`src/rtl/mips_decls_p.sv`:
```
// Shared MIPS declarations: opcodes, fetch-stage state encoding and reset PC default.
`default_nettype none

package mips_decls_p;

  typedef enum logic [5:0] {
    OP_RTYPE = 6'h00,
    OP_J     = 6'h02,
    OP_BEQ   = 6'h04,
    OP_ADDI  = 6'h08,
    OP_LW    = 6'h23,
    OP_SW    = 6'h2B
  } opcode_t;

  typedef enum logic {
    IF_FETCH,
    IF_HOLD
  } ifetch_state_t;

  localparam logic [31:0] RESET_PC_DEFAULT = 32'h0000_0000;

endpackage

`default_nettype wire

```
`src/rtl/ifetch_pc_reg.sv`:
```
// Program counter with next-PC selection (sequential pc+4 or word-aligned redirect target).
`default_nettype none

module ifetch_pc_reg #(
  parameter int                ADDR_W   = 32,
  parameter logic [ADDR_W-1:0] RESET_PC = '0
) (
  input  logic              clk,
  input  logic              reset_n,
  input  logic              en,
  input  logic              redirect,
  input  logic [ADDR_W-1:0] redirect_pc,
  output logic [ADDR_W-1:0] pc,
  output logic [ADDR_W-1:0] pcplus4
);

  logic [ADDR_W-1:0] w_next_pc;

  // Addition wraps naturally at 2^ADDR_W.
  assign pcplus4   = pc + ADDR_W'(4);
  assign w_next_pc = redirect ? {redirect_pc[ADDR_W-1:2], 2'b00} : pcplus4;

  always_ff @(posedge clk or negedge reset_n) begin
    if (!reset_n) begin
      pc <= RESET_PC;
    end else if (en) begin
      pc <= w_next_pc;
    end
  end

endmodule

`default_nettype wire

```
`src/rtl/ifetch_unit.sv`:
```
// Instruction fetch stage: requests words from a variable-latency imem port and holds them for decode.
// Optional performance counters are built when IFETCH_PERFCNT_EN is defined.
`default_nettype none

module ifetch_unit
  import mips_decls_p::*;
#(
  parameter int                ADDR_W   = 32,
  parameter logic [ADDR_W-1:0] RESET_PC = ADDR_W'(RESET_PC_DEFAULT)
) (
  input  logic              clk,
  input  logic              reset_n,
  output logic              imem_req,
  output logic [ADDR_W-1:0] imem_addr,
  input  logic              imem_ack,
  input  logic [31:0]       imem_rdata,
  input  logic              stall,
  input  logic              redirect,
  input  logic [ADDR_W-1:0] redirect_pc,
  output logic              instr_valid,
  output logic [31:0]       instr,
  output opcode_t           opcode,
  output logic [ADDR_W-1:0] pc,
  output logic [ADDR_W-1:0] pcplus4
`ifdef IFETCH_PERFCNT_EN
  ,
  output logic [31:0]       fetch_count,
  output logic [31:0]       wait_count
`endif
);

  ifetch_state_t r_state;
  logic          r_instr_valid;
  logic [31:0]   r_instr;
  logic          w_consume;

  assign w_consume = (r_state == IF_HOLD) && !stall;

  ifetch_pc_reg #(
    .ADDR_W   (ADDR_W),
    .RESET_PC (RESET_PC)
  ) u_pc_reg (
    .clk         (clk),
    .reset_n     (reset_n),
    .en          (w_consume),
    .redirect    (redirect),
    .redirect_pc (redirect_pc),
    .pc          (pc),
    .pcplus4     (pcplus4)
  );

  always_ff @(posedge clk or negedge reset_n) begin
    if (!reset_n) begin
      r_state       <= IF_FETCH;
      r_instr       <= '0;
      r_instr_valid <= 1'b0;
    end else begin
      case (r_state)
        IF_FETCH: begin
          if (imem_ack) begin
            r_instr       <= imem_rdata;
            r_instr_valid <= 1'b1;
            r_state       <= IF_HOLD;
          end
        end
        IF_HOLD: begin
          if (!stall) begin
            r_instr_valid <= 1'b0;
            r_state       <= IF_FETCH;
          end
        end
        default: r_state <= IF_FETCH;
      endcase
    end
  end

  // Gated with reset_n so the request drops the instant reset asserts.
  assign imem_req    = (r_state == IF_FETCH) && reset_n;
  assign imem_addr   = pc;
  assign instr_valid = r_instr_valid;
  assign instr       = r_instr;
  assign opcode      = opcode_t'(r_instr[31:26]);

`ifdef IFETCH_PERFCNT_EN
  always_ff @(posedge clk or negedge reset_n) begin
    if (!reset_n) begin
      fetch_count <= '0;
      wait_count  <= '0;
    end else begin
      if (w_consume) begin
        fetch_count <= fetch_count + 32'd1;
      end
      if ((r_state == IF_FETCH) && !imem_ack) begin
        wait_count <= wait_count + 32'd1;
      end
    end
  end
`endif

`ifndef SYNTHESIS
  a_ack_needs_req: assert property (@(posedge clk) disable iff (!reset_n) imem_ack |-> imem_req);
`endif

endmodule

`default_nettype wire

```
`config.mk`:
```
export PLATFORM = sky130hd
export DESIGN_NAME = ifetch_unit
export DESIGN_NICKNAME = d
export VERILOG_FILES = /design/src/rtl/mips_decls_p.sv /design/src/rtl/ifetch_pc_reg.sv /design/src/rtl/ifetch_unit.sv
export SDC_FILE = /design/constraint.sdc
export NUM_CORES = 1
export LEC_CHECK = 0
export BUFFER_PORTS_ARGS = -buffer_cell sky130_fd_sc_hd__buf_2
export CORE_UTILIZATION = 47
export DETAILED_ROUTE_END_ITERATION = 10
export PLACE_DENSITY = 0.91
export SETUP_SLACK_MARGIN = 0.2
export SKIP_LAST_GASP = 1
export SLEW_MARGIN = 20
export SYNTH_ARGS = -nofsm -noshare
export SYNTH_HDL_FRONTEND = slang
export SYNTH_HIERARCHICAL = 1
export SYNTH_SLANG_ARGS = --single-unit
```
`constraint.sdc`:
```
create_clock -name clk -period 3.2 [get_ports clk]
set_input_delay 0.8 -clock clk [delete_from_list [all_inputs] [get_ports clk]]
set_output_delay 0.8 -clock clk [all_outputs]
set_load 0.1 [all_outputs]
```
==> flow_summary_export.csv <==
group,metric,value,unit
setup_path,crit_fanout,4,
drt,drtAntennaViolNets,0,
run,drv_cap,0,
yosys,yosysWarnings,6,
place,placedCellCount,640,
setup_path,critPathArrivalTime,2240,ps
global_routing,grt_start_max_net_pins,65,
die,start_util,0.496,
clocking,cts_htree_levels,3,
place,gp_congestion,0.849,
sta,hold_violations,0,
sta,finalSetupViolations,0,
sta,timing.final.crit_share,0.950,
layout,fin_area,6200,sq um
global_routing,use_met3,0.0553,
die,placementRows,33,
worst_hold_path,hold_path.class,"reg -> reg",
sta,rsz0062_at_grt,"true",
global_routing,grt_remaining_overflow,0,
clocking,cts_made_buffers,9,
clocking,cts_tree,"yes",
drt,dr.first_iter.drc_count,270,
sta,hold_slack,510,ps
clocking,cts-hold-fix-buffers,0,
sta,period_needed,3040,ps
layout,seqCellArea,1680,sq um
sta,tns,0,ps
yosys,synth_cells,401,
setup_path,crit_path_end_kind,"output port",
global_routing,grt_antenna_before_repair,1,
yosys,netlist.area_leader.share,0.385,
sta,slew_headroom,0.413,
yosys,ys_async_sr_fraction,1.00,
layout,areaGrowthSynthToFinish,49.2,%
yosys,synth_top_cell_by_area,"dfrtp_1",
layout,fillers,638,
die,die_w,96.1,microns
drt,firstDrtPassIters,5,
setup_path,cp_data_required_time,2400,ps
yosys,syn_area,4160,sq um
yosys,seq_area_frac_synth,0.385,
yosys,synth_area_leaders,"dfrtp_1 39%, mux2_4 10%, buf_4 7.9%",
die,ioPinCount,205,
drt,post_drt_wl_per_cell,18.2,microns
global_routing,use_met1,0.331,
drt,wl,12500,microns
die,die_height,96.1,microns
yosys,avgSynthCellArea,10.4,sq um
global_routing,grt_pass1_wl,19400,microns
yosys,synthFlopType,"dfrtp_1",
clocking,path_clk_slew,70,ps
drt,via_per_inst,5.66,
yosys,synth.most_common_cell,"dfrtp_1",
global_routing,gr-usage-met2,0.498,
sta,skew,6.10,ps
yosys,synth-edff-count,0,
layout,layout-drive-gt1-share,0.646,
clocking,clk_path_buf_depth,2,
sta,drv_slew,0,
global_routing,grt_busiest_layer,"met2",
die,fp.coreArea,8380,sq um
global_routing,grt_use_total,0.279,
die,dieArea,9230,sq um
sta,fmax,329,MHz
drt,vias,3903,
layout,diodes,0,
yosys,synth_commonest_cells,"64 x dfrtp_1, 44 x buf_4, 29 x mux2_4",
layout,final_nets,650,
global_routing,first_global_vias,3921,
place,place_hpwl,8530,microns
setup_path,worstSetupStartpointType,"register",
drt,drc_errors,0,
place,io_buffers,196,
yosys,synthDistinctLibCells,61,
outcome,outcome,"complete, no violations",
layout,multi_input_area,2580,sq um
place,placed_area,5660,sq um
clocking,clk_latency,340,ps
clocking,cts-root-buf,"clkbuf_8",
sta,worst-slew-pin-transition,880,ps
setup_path,crit_type,"reg -> out",
layout,fin_cells,690,
clocking,clock-sinks,64,
yosys,ys_ff_latch,64,
==> what timing repair did <==
| item | in CTS | in global routing |
|---|---|---|
| resized for setup | 18 | 7 |
| buffers inserted | 27 | 7 |
| setup endpoints to repair | 17 | 13 |
| hold endpoints to repair | 0 | 0 |
| pin swaps | 8 | 4 |
==> per-stage QoR <==
stage               worst slack [ps]  utilization
finish                           159        0.740
global route                     103        0.740
CTS                              132        0.731
detailed placement               321        0.675
global placement                 364        0.675
floorplan                       -108            -
==> layout make-up <==
cell class,count,area share
Timing Repair Buffer,241,0.255
Sequential cell,64,0.271
Inverter,6,0.00363
Tap cell,105,0.0212
Multi-Input combinational cell,258,0.416
Clock inverter,6,0.0111
Clock buffer,10,0.0222
==> worst max-delay path: stages, from the launching register on <==
cell and delay [ps]:
dfrtp_4 440, nand4_4 130, or4_4 570, or3_4 380, xnor2_4 170, buf_12 190
==> worst paths after layout <==
path,start,end,slack (ps),cells past startpoint
max,u_pc_reg/pc[7],pcplus4[29],160,5
min,instr[13],instr[13],510,1
max reg2reg,r_state,u_pc_reg/pc[23],1100,5
min reg2reg,instr[13],instr[13],510,1
min in group asynchronous,reset_n,instr_valid,670,2
max in group asynchronous,reset_n,u_pc_reg/pc[27],1920,2
==> registers in the layout, summed over array words and instances (netlist names) <==
signal / cells
instr: 32
r_state: 1
u_pc_reg/pc: 30
instr_valid: 1
==> cells in the final DEF (no fill, tap or decap), drive strengths merged, types with 4 or more instances in the layout <==
cell,synthesis,final
xor2,11,11
o311ai,13,13
a22oi,13,13
clkbuf,22,12
nor3,8,8
buf,53,239
xnor2,17,17
nand2,20,20
nand4,12,12
or4,4,4
and4,5,5
nor2,15,15
o21ai,17,17
clkinv,0,4
and3,5,5
o211ai,6,6
a21oi,10,10
conb,1,4
inv,6,6
dfrtp,64,64
nand3,21,21
or3,6,6
nor4,5,5
mux2,32,32
==> metal layers <==
layer  wire length (microns)  vias up
met4                     238        0
met3                     833       24
met1                    4900     1900
met5                       0        -
met2                    6550      208
li1                        -     1771
==> cells by family after synthesis <==
group	count (synthesis)	share of synthesized area
AND/OR/NAND/NOR	111	0.152
flip-flops	64	0.385
XOR/XNOR	28	0.0590
buffers and inverters	82	0.144
multiplexers	34	0.118
AO/OA/AOI/OAI	80	0.139
other	1	0.000902
adder cells (fa/ha/maj)	1	0.00301
Power is left out: the tool's default activity adds up to more than one toggle a clock period on the data nets, which glitch-free logic cannot reach.
